File: src/rtl/eth_dump_sequencer_if.sv
// FIFO-pop and UART-transmit signal bundle for eth_dump_sequencer.
// master = sequencer side, slave = FIFO/UART side.
interface eth_dump_sequencer_if;
    logic       fifo_empty;
    logic       fifo_rd_en;
    logic [9:0] fifo_rd_data;
    logic [7:0] tx_data;
    logic       tx_start;
    logic       tx_busy;

    modport master (
        input  fifo_empty, fifo_rd_data, tx_busy,
        output fifo_rd_en, tx_data, tx_start
    );

    modport slave (
        output fifo_empty, fifo_rd_data, tx_busy,
        input  fifo_rd_en, tx_data, tx_start
    );
endinterface

File: src/rtl/eth_dump_sequencer.sv
// Pops framed words from a FIFO and dumps them byte-wise to a UART with SOF/EOF markers and a byte count.
// Define ETH_DUMP_HEX_EN to emit data and count bytes as two uppercase ASCII hex characters.
module eth_dump_sequencer #(
    parameter logic [7:0]  SOF_BYTE  = 8'hA5,
    parameter logic [7:0]  EOF_BYTE  = 8'h5A,
    parameter int unsigned CNT_WIDTH = 16
) (
    input  logic                 clk,
    input  logic                 rst,
    eth_dump_sequencer_if.master bus,
    output logic                 busy,
    output logic [15:0]          frames_dumped,
    output logic                 frame_err
);

    typedef enum logic [2:0] {
        S_IDLE, S_POP, S_LATCH, S_SEND, S_WAIT_HI, S_WAIT_LO
    } state_e;

    typedef enum logic [2:0] {
        IT_SOF, IT_DATA, IT_EOF, IT_CNT_HI, IT_CNT_LO
    } item_e;

`ifdef ETH_DUMP_HEX_EN
    localparam logic HEX_EN = 1'b1;

    function automatic logic [7:0] hex_char(input logic [3:0] n);
        return (n < 4'd10) ? (8'h30 + {4'h0, n}) : (8'h37 + {4'h0, n});
    endfunction
`else
    localparam logic HEX_EN = 1'b0;
`endif

    state_e               state_q, state_d;
    item_e                item_q, item_d;
    logic                 nib_q, nib_d;
    logic [8:0]           word_q, word_d;
    logic [CNT_WIDTH-1:0] cnt_q, cnt_d;
    logic                 open_q, open_d;
    logic                 restart_q, restart_d;
    logic [15:0]          frames_q, frames_d;
    logic [7:0]           txd_q, txd_d;

    logic [15:0]          cnt16;
    logic [7:0]           raw_b;
    logic [7:0]           byte_cur;
    logic                 two_char;

    assign cnt16 = 16'(cnt_q);

    always_comb begin
        raw_b = '0;
        case (item_q)
            IT_DATA:   raw_b = word_q[7:0];
            IT_CNT_HI: raw_b = cnt16[15:8];
            IT_CNT_LO: raw_b = cnt16[7:0];
            default:   raw_b = '0;
        endcase

        byte_cur = raw_b;
        if (item_q == IT_SOF) begin
            byte_cur = SOF_BYTE;
        end else if (item_q == IT_EOF) begin
            byte_cur = EOF_BYTE;
        end else begin
`ifdef ETH_DUMP_HEX_EN
            byte_cur = hex_char(nib_q ? raw_b[3:0] : raw_b[7:4]);
`else
            byte_cur = raw_b;
`endif
        end
    end

    assign two_char     = HEX_EN && (item_q inside {IT_DATA, IT_CNT_HI, IT_CNT_LO});
    // In SEND the byte is driven live so it is valid on the tx_start cycle; it is held in txd_q afterwards.
    assign bus.tx_data  = (state_q == S_SEND) ? byte_cur : txd_q;
    assign busy         = (state_q != S_IDLE);
    assign frames_dumped = frames_q;

    always_comb begin
        state_d        = state_q;
        item_d         = item_q;
        nib_d          = nib_q;
        word_d         = word_q;
        cnt_d          = cnt_q;
        open_d         = open_q;
        restart_d      = restart_q;
        frames_d       = frames_q;
        txd_d          = txd_q;
        bus.fifo_rd_en = 1'b0;
        bus.tx_start   = 1'b0;
        frame_err      = 1'b0;

        case (state_q)
            S_IDLE: begin
                if (!bus.fifo_empty) state_d = S_POP;
            end
            S_POP: begin
                bus.fifo_rd_en = 1'b1;
                state_d        = S_LATCH;
            end
            S_LATCH: begin
                word_d = bus.fifo_rd_data[8:0];
                nib_d  = 1'b0;
                if (!bus.fifo_rd_data[9] && !open_q) begin
                    frame_err = 1'b1;
                    state_d   = S_IDLE;
                end else if (bus.fifo_rd_data[9] && open_q) begin
                    // Close the truncated frame first; the new word restarts after its count.
                    frame_err = 1'b1;
                    restart_d = 1'b1;
                    item_d    = IT_EOF;
                    state_d   = S_SEND;
                end else if (bus.fifo_rd_data[9]) begin
                    cnt_d   = CNT_WIDTH'(1);
                    open_d  = 1'b1;
                    item_d  = IT_SOF;
                    state_d = S_SEND;
                end else begin
                    cnt_d   = (cnt_q == '1) ? cnt_q : cnt_q + CNT_WIDTH'(1);
                    item_d  = IT_DATA;
                    state_d = S_SEND;
                end
            end
            S_SEND: begin
                if (!bus.tx_busy) begin
                    bus.tx_start = 1'b1;
                    txd_d        = byte_cur;
                    state_d      = S_WAIT_HI;
                end
            end
            S_WAIT_HI: begin
                if (bus.tx_busy) state_d = S_WAIT_LO;
            end
            S_WAIT_LO: begin
                if (!bus.tx_busy) begin
                    state_d = S_SEND;
                    if (two_char && !nib_q) begin
                        nib_d = 1'b1;
                    end else begin
                        nib_d = 1'b0;
                        case (item_q)
                            IT_SOF:    item_d = IT_DATA;
                            IT_DATA: begin
                                if (word_q[8]) item_d = IT_EOF;
                                else           state_d = S_IDLE;
                            end
                            IT_EOF:    item_d = IT_CNT_HI;
                            IT_CNT_HI: item_d = IT_CNT_LO;
                            IT_CNT_LO: begin
                                frames_d = frames_q + 16'd1;
                                open_d   = 1'b0;
                                if (restart_q) begin
                                    restart_d = 1'b0;
                                    cnt_d     = CNT_WIDTH'(1);
                                    open_d    = 1'b1;
                                    item_d    = IT_SOF;
                                end else begin
                                    state_d = S_IDLE;
                                end
                            end
                            default:   state_d = S_IDLE;
                        endcase
                    end
                end
            end
            default: state_d = S_IDLE;
        endcase
    end

    always_ff @(posedge clk) begin
        if (rst) begin
            state_q   <= S_IDLE;
            item_q    <= IT_SOF;
            nib_q     <= 1'b0;
            word_q    <= '0;
            cnt_q     <= '0;
            open_q    <= 1'b0;
            restart_q <= 1'b0;
            frames_q  <= '0;
            txd_q     <= '0;
        end else begin
            state_q   <= state_d;
            item_q    <= item_d;
            nib_q     <= nib_d;
            word_q    <= word_d;
            cnt_q     <= cnt_d;
            open_q    <= open_d;
            restart_q <= restart_d;
            frames_q  <= frames_d;
            txd_q     <= txd_d;
        end
    end

endmodule

File: src/flat_wrapper.sv
// flat-port wrapper written by rule: the top's interface ports become plain ports
module eth_dump_sequencer_flat 
#(
    parameter logic [7:0]  SOF_BYTE  = 8'hA5,
    parameter logic [7:0]  EOF_BYTE  = 8'h5A,
    parameter int unsigned CNT_WIDTH = 16
)
  (clk, rst, busy, frames_dumped, frame_err, bus_fifo_empty, bus_fifo_rd_data, bus_tx_busy, bus_fifo_rd_en, bus_tx_data, bus_tx_start);
  eth_dump_sequencer_if bus_i ();
  input  logic clk;
  input  logic rst;
  output logic busy;
  output logic [15:0] frames_dumped;
  output logic frame_err;
  input wire logic [$bits(bus_i.fifo_empty)-1:0] bus_fifo_empty;
  input wire logic [$bits(bus_i.fifo_rd_data)-1:0] bus_fifo_rd_data;
  input wire logic [$bits(bus_i.tx_busy)-1:0] bus_tx_busy;
  output wire logic [$bits(bus_i.fifo_rd_en)-1:0] bus_fifo_rd_en;
  output wire logic [$bits(bus_i.tx_data)-1:0] bus_tx_data;
  output wire logic [$bits(bus_i.tx_start)-1:0] bus_tx_start;
  assign bus_i.fifo_empty = bus_fifo_empty;
  assign bus_i.fifo_rd_data = bus_fifo_rd_data;
  assign bus_i.tx_busy = bus_tx_busy;
  assign bus_fifo_rd_en = bus_i.fifo_rd_en;
  assign bus_tx_data = bus_i.tx_data;
  assign bus_tx_start = bus_i.tx_start;
  eth_dump_sequencer #(.SOF_BYTE(SOF_BYTE), .EOF_BYTE(EOF_BYTE), .CNT_WIDTH(CNT_WIDTH)) u_core (.clk(clk), .rst(rst), .bus(bus_i), .busy(busy), .frames_dumped(frames_dumped), .frame_err(frame_err));
endmodule
File: config.mk
export PLATFORM = sky130hd
export DESIGN_NAME = eth_dump_sequencer_flat
export DESIGN_NICKNAME = d
export VERILOG_FILES = /design/src/rtl/eth_dump_sequencer_if.sv /design/src/rtl/eth_dump_sequencer.sv /design/src/flat_wrapper.sv
export SDC_FILE = /design/constraint.sdc
export NUM_CORES = 1
export LEC_CHECK = 0
export CORE_MARGIN = 2
export CORE_UTILIZATION = 50
export DETAILED_ROUTE_END_ITERATION = 12
export MAX_ROUTING_LAYER = met4
export PLACE_DENSITY = 0.74
export SKIP_CTS_REPAIR_TIMING = 1
export SLEW_MARGIN = 10
export SYNTH_ARGS = -nofsm -noshare
export SYNTH_HDL_FRONTEND = slang
export SYNTH_SLANG_ARGS = --single-unit
File: constraint.sdc
create_clock -name clk -period 3.3 [get_ports clk]
set_input_delay 0.33 -clock clk [delete_from_list [all_inputs] [get_ports clk]]
set_output_delay 0.33 -clock clk [all_outputs]
set_load 0.05 [all_outputs]
==> flow_summary.toml, run 1 <==
[detailed_routing]
dr.pass1.iters = 4
post_drt_via_cell_ratio = 5.90
routed_wire_length_per_instance_um = 15.4
antenna_left = 0
vias = 2871
drt_iter0_drc = 190
route.detailed.drc = 0
routed_wl_mm = 7.52

[cells_and_area]
final_cell_mix = "57 x dfxtp_1, 47 x nand2_1, 38 x clkdlybuf4s50_1"
final-instance-count-excl-fill = 487
synthToLayoutAreaGrowth_pct = 20.0
final_util_pct = 62.4
filler_cell_count = 530
count_of_inserted_antenna_diode_cells = 0
finalNetCount = 426
final_layout_size_suffix_gt1_share_pct = 9.95
commonest_non_fill_non_tap_cell_in_the_layout = "dfxtp_1"

[grt]
grt_max_degree = 37
grt_util_all_layers_pct = 25.2
globalRoute.totalOverflow = 0
number_of_antenna_violations_at_the_first_check_in_global_routing = 0
grt_pass1_wl_mm = 12.7
vias_in_the_first_global_route = 2660

[power_and_ir_drop]
clock_power_share_pct = 43.2
power.switching_mw = 0.373
total_power_mw = 1.51
swShare_pct = 24.7
pwr-share-comb_pct = 9.7
internal_power_mw = 1.14
power-per-cell-area_nw_per_um2 = 409
power.leakage_nw = 1.25
pwr-share-seq_pct = 47.2
ir_drop_mv = 0.225

[floorplanning]
die_h_um = 82.4
core.rowCount = 28
core_um2 = 5920
start_util_pct = 52.0
dieWidth_um = 82.4
design.die.area_um2 = 6800
boundaryPins = 42

[yosys]
synth_sequential_area_ratio_pct = 37.1
async_flop_share_pct = 0
synth_fp_nets = 394
synth.yosys.warnings = 0
synth-seq-cells = 57
synthesis.area_um2 = 3080
synth_edf_count = 0
synthDistinctLibCells = 54
cell_count_after_synthesis = 376
postSynth.topFlopCell = "dfxtp_1"
synth.avg_cell_area_um2 = 8.18

[worst_setup_path]
rr_startpoint = "u_core.item_q[2]$_SDFFE_PP0P_"
timing.critical_path.slowest_stage_cell = "clkdlybuf4s50_1"
crit_end = "bus_tx_data[2]"
timing_worst_setup_path_type = "reg2out"
worst-endpoint-arrival_ns = 2.74
worst_ep_required_time_ns = 2.97
cp-startpoint = "u_core.item_q[1]$_SDFFE_PP0P_"
rr_endpoint = "u_core.cnt16[1]$_SDFFE_PP0P_"
critPathCaptureType = "output pin"
rr_worst_depth = 6
timing.critical_path.slowest_cell_delay_ns = 0.84
ff2ff_setup_slack_ns = 0.96
critical_path_cell_list = "nor2b_1, and2_1, a2bb2oi_1, o21ai_0, clkdlybuf4s50_1"
worstSetupStartpointType = "flop"
critical_path_peak_fanout = 15

[hold_path]
hold_class = "reg2reg"

[clocking]
tritoncts = "yes"
cts_max_path_buffers = 2
clock_transition_at_the_registers_of_the_reported_paths_ns = 0.07
cts_max_level = 3
clkLatencyLatePin_ns = 0.34
cts.sink_count = 57
cts_root_buffer = "clkbuf_8"
numCtsBuffers = 9

[sta]
timing.final.hold_violations = 0
final.period_utilization_pct = 93.0
skew_ns = 0.00618
worst_margin_pin_slew_ns = 0.954
timing.final.max_slew_violations = 0
slew_headroom_pct = 35.9
final.hold.worst_slack_ns = 0.465
final-setup-viol-count = 0
fin_crit_ns = 3.07
fin_setup_tns_ns = 0
grt_setup_unrepaired = "no"
max_freq_mhz = 326

[placed_design]
dp.final_hpwl_mm = 5.32
port_buffers = 41
place.gp.congestion = 0.935
place_inst = 472

[run]
timing.max_cap.violations = 0

[run_status]
status = "complete, no violations"
## registers in the layout, indices dropped and copies added, names as in the netlist
name / count
u_core.cnt16: 16
u_core.word_q: 9
u_core.txd_q: 8
u_core.state_q: 3
u_core.frames_dumped: 16
u_core.open_q: 1
u_core.restart_q: 1
u_core.item_q: 3
## synth_stat cells, types with 7 or more instances
| cell type | number | area, um^2 |
|---|---|---|
| nor2_1 | 34 | 128 |
| inv_1 | 16 | 60.1 |
| nand3_1 | 7 | 35.0 |
| buf_2 | 9 | 45.0 |
| a21oi_1 | 30 | 150 |
| xnor2_1 | 9 | 78.8 |
| a211oi_1 | 12 | 90.1 |
| nand4_1 | 7 | 43.8 |
| nand2_1 | 47 | 176 |
| nor3_1 | 10 | 50.1 |
| a311oi_2 | 8 | 120 |
| dfxtp_1 | 57 | 1140 |
| clkbuf_1 | 13 | 48.8 |
| o21ai_0 | 29 | 145 |
## power groups by stage
stage | sequential, mW | clock (mW) | combinational (mW)
floorplan | 0.720 | 0 | 0.105
CTS | 0.712 | 0.669 | 0.146
global placement | 0.727 | 0 | 0.144
global route | 0.713 | 0.695 | 0.160
detailed placement | 0.727 | 0 | 0.146
finish | 0.712 | 0.652 | 0.146
## critical path, delay by kind of cell, from the launching register on
| kind | cells | cell delay, ns |
|---|---|---|
| buffers and inverters | 1 | 0.84 |
| AO/OA/AOI/OAI | 2 | 0.30 |
| flip-flops | 1 | 0.62 |
| AND/OR/NAND/NOR | 2 | 0.63 |
## stage by stage
| stage | worst slack [ns] | instance area (um^2) |
|---|---|---|
| 6_report | 0.231 | 3690 |
| 4_1_cts | 0.177 | 3690 |
| 2_1_floorplan | 0.745 | 3080 |
| 3_5_place_dp | 0.405 | 3500 |
| 5_1_grt | 0.0321 | 3690 |
| 3_3_place_gp | 0.479 | 3500 |
## cells by family after synthesis
logic type / Yosys count / synth area share (%)
AO/OA/AOI/OAI: 122 / 28.1
XOR/XNOR: 12 / 3.42
adder cells (fa/ha/maj): 4 / 1.63
buffers and inverters: 42 / 5.94
flip-flops: 57 / 37.1
multiplexers: 1 / 0.325
AND/OR/NAND/NOR: 138 / 23.5
## final cells by class
cell class / instances / area, um^2 / share of cell area, %
Multi-Input combinational cell: 277 / 1750 / 47.5
Sequential cell: 57 / 1140 / 30.9
Timing Repair Buffer: 47 / 450 / 12.2
Clock buffer: 12 / 155 / 4.20
Tap cell: 75 / 93.8 / 2.54
Inverter: 16 / 60.1 / 1.63
Clock inverter: 3 / 40.0 / 1.08
## how the worst min path moves through the flow
stage | start | end | cells after the start
5_1_grt | u_core.word_q[4]$_SDFFE_PP0P_ | u_core.word_q[4]$_SDFFE_PP0P_ | 2
3_5_place_dp | u_core.word_q[8]$_SDFFE_PP0P_ | u_core.word_q[8]$_SDFFE_PP0P_ | 2
6_report | u_core.word_q[8]$_SDFFE_PP0P_ | u_core.word_q[8]$_SDFFE_PP0P_ | 2
4_1_cts | u_core.word_q[8]$_SDFFE_PP0P_ | u_core.word_q[8]$_SDFFE_PP0P_ | 2
2_1_floorplan | u_core.word_q[8]$_SDFFE_PP0P_ | u_core.word_q[8]$_SDFFE_PP0P_ | 2
3_3_place_gp | u_core.word_q[8]$_SDFFE_PP0P_ | u_core.word_q[8]$_SDFFE_PP0P_ | 2
## metal layers
layer  wire (um)  share of wire, %  GRT usage, %  vias to the layer above
met4         131               1.7          11.2                        0
li1            -                 -             -                     1434
met3         434               5.8          5.65                       11
met5           0                 0             -                        -
met2        3420                46          36.6                       93
met1        3530                47          33.5                     1333
Note: power is estimated with default switching activity, not from simulation.
==> run 2: changes to the inputs <==
--- a/config.mk
+++ b/config.mk
@@ -5,6 +5,7 @@
 export SDC_FILE = /design/constraint.sdc
 export NUM_CORES = 1
 export LEC_CHECK = 0
+export CORE_ASPECT_RATIO = 1.75
 export CORE_MARGIN = 2
 export CORE_UTILIZATION = 50
 export DETAILED_ROUTE_END_ITERATION = 12
==> run 2 against run 1 <==
  * Worst hold slack worse by 0.043 ns
  * Sequential share of layout area down 0.40 points
  * Clock skew up 0.0021 ns
  * Sequential power about the same
  * Setup slack worse by 0.040 ns
  * Register-to-register slack about the same
  * First-iteration DRC count down 19%
  * Design area up 1.3%
  * Via count about the same
  * Critical path type unchanged
  * Critical endpoint is now bus_tx_data[7]
  * Highest routed layer unchanged
==> flow_summary.toml, run 2 (synthesis results as in run 1) <==
[floorplanning]
dieWidth_um = 63.3
boundaryPins = 42
design.die.area_um2 = 6820
core.rowCount = 37
die_h_um = 108
start_util_pct = 51.9
core_um2 = 5930

[cells_and_area]
final_cell_mix = "57 x dfxtp_1, 47 x nand2_1, 39 x clkdlybuf4s50_1"
final_layout_size_suffix_gt1_share_pct = 10.8
count_of_inserted_antenna_diode_cells = 0
synthToLayoutAreaGrowth_pct = 21.6
ff_latch_area_um2 = 1140
finalNetCount = 429
commonest_non_fill_non_tap_cell_in_the_layout = "dfxtp_1"
multiInputGateArea_um2 = 1750
filler_cell_count = 542

[power_and_ir_drop]
power-per-cell-area_nw_per_um2 = 427
power.leakage_nw = 1.26
ir_drop_mv = 0.292

[sta]
worst_margin_pin_slew_ns = 0.958
timing.final.max_slew_violations = 0
fin_crit_ns = 3.11
final.period_utilization_pct = 94.2
grt_setup_unrepaired = "no"
final.hold.worst_slack_ns = 0.423
skew_ns = 0.00825
max_freq_mhz = 322
timing.final.hold_violations = 0
slew_headroom_pct = 35.7
final-setup-viol-count = 0
fin_setup_tns_ns = 0

[worst_setup_path]
worst-endpoint-arrival_ns = 2.78
worst_ep_required_time_ns = 2.97
critPathCaptureType = "output pin"
critical_path_peak_fanout = 15
worstSetupStartpointType = "flop"
timing_worst_setup_path_type = "reg2out"

[detailed_routing]
routed_wl_mm = 7.85
antenna_left = 0
route.detailed.drc = 0
vias = 2873
post_drt_via_cell_ratio = 5.82
drt_iter0_drc = 153
dr.pass1.iters = 4
routed_wire_length_per_instance_um = 15.9

[hold_path]
hold_class = "in2reg"

[run_status]
status = "complete, no violations"

[grt]
vias_in_the_first_global_route = 2838
grt_max_degree = 39
globalRoute.totalOverflow = 0
grt_util_all_layers_pct = 25.6
number_of_antenna_violations_at_the_first_check_in_global_routing = 0
grt_pass1_wl_mm = 13.2

[placed_design]
place.gp.congestion = 0.878
dp.final_hpwl_mm = 5.71
port_buffers = 41

[clocking]
cts.sink_count = 57
numCtsBuffers = 9
cts_max_path_buffers = 2
clock_transition_at_the_registers_of_the_reported_paths_ns = 0.07
tritoncts = "yes"
cts_max_level = 3
clkLatencyLatePin_ns = 0.35
cts_root_buffer = "clkbuf_8"

[run]
timing.max_cap.violations = 0
run 2: cell types whose count changed in the layout (fill, tap and decap cells not counted), sizes merged:
| cell | previous run | this run |
|---|---|---|
| clkinv | 2 | 3 |
| bufinv | 1 | 2 |
| dlymetal6s2s | 1 | 0 |
| clkbuf | 12 | 11 |
| clkdlybuf4s50 | 38 | 39 |
| buf | 8 | 11 |
run 2: power by group:
group,internal (mW),switching [mW]
logic,0.0574,0.0957
registers,0.699,0.0104
clock network,0.444,0.291
total,1.20,0.398
run 2: final timing paths:
check | start | to | slack, ns | depth (start not counted)
min reg2reg | u_core.word_q[8]$_SDFFE_PP0P_ | u_core.word_q[8]$_SDFFE_PP0P_ | 0.47 | 2
max | u_core.item_q[1]$_SDFFE_PP0P_ | bus_tx_data[7] | 0.19 | 5
max reg2reg | u_core.item_q[2]$_SDFFE_PP0P_ | u_core.cnt16[14]$_SDFFE_PP0P_ | 0.95 | 5
min | rst | u_core.cnt16[1]$_SDFFE_PP0P_ | 0.42 | 2
run 2: final cells by class:
cell class                 count  share of cell area (%)
clock buffer                  11                    3.78
clock inverter                 5                    2.11
multi-input combinational    277                    46.8
inverter                      16                    1.60
tap                           78                    2.61
timing repair buffer          50                    12.6
sequential                    57                    30.5
run 2: through the flow:
step / std cells / setup slack [ns] / util, % / total power [mW] / instance area [um^2]
3_3_place_gp: 478 / 0.601 / 59.4 / 0.875 / 3520
2_1_floorplan: 376 / 0.745 / - / 0.824 / 3080
5_1_grt: 494 / 0.0240 / 63.2 / 1.65 / 3740
3_5_place_dp: 478 / 0.502 / 59.4 / 0.878 / 3520
4_1_cts: 494 / 0.210 / 63.2 / 1.61 / 3740
6_report: 494 / 0.192 / 63.2 / 1.60 / 3740
run 2: critical path: stages (launching register included):
cell	delay, ns
dfxtp_1	0.64
nor2b_1	0.34
and2_1	0.28
a2bb2oi_1	0.12
o21ai_0	0.20
clkdlybuf4s50_1	0.84
run 2: metal layers:
metal	part of all wire, %	vias to the layer above	global-route usage, %
met5	0	-	-
met4	5.8	0	18.9
met3	3.0	32	5.75
met2	51	67	43.8
met1	40	1333	25.1
li1	-	1441	-
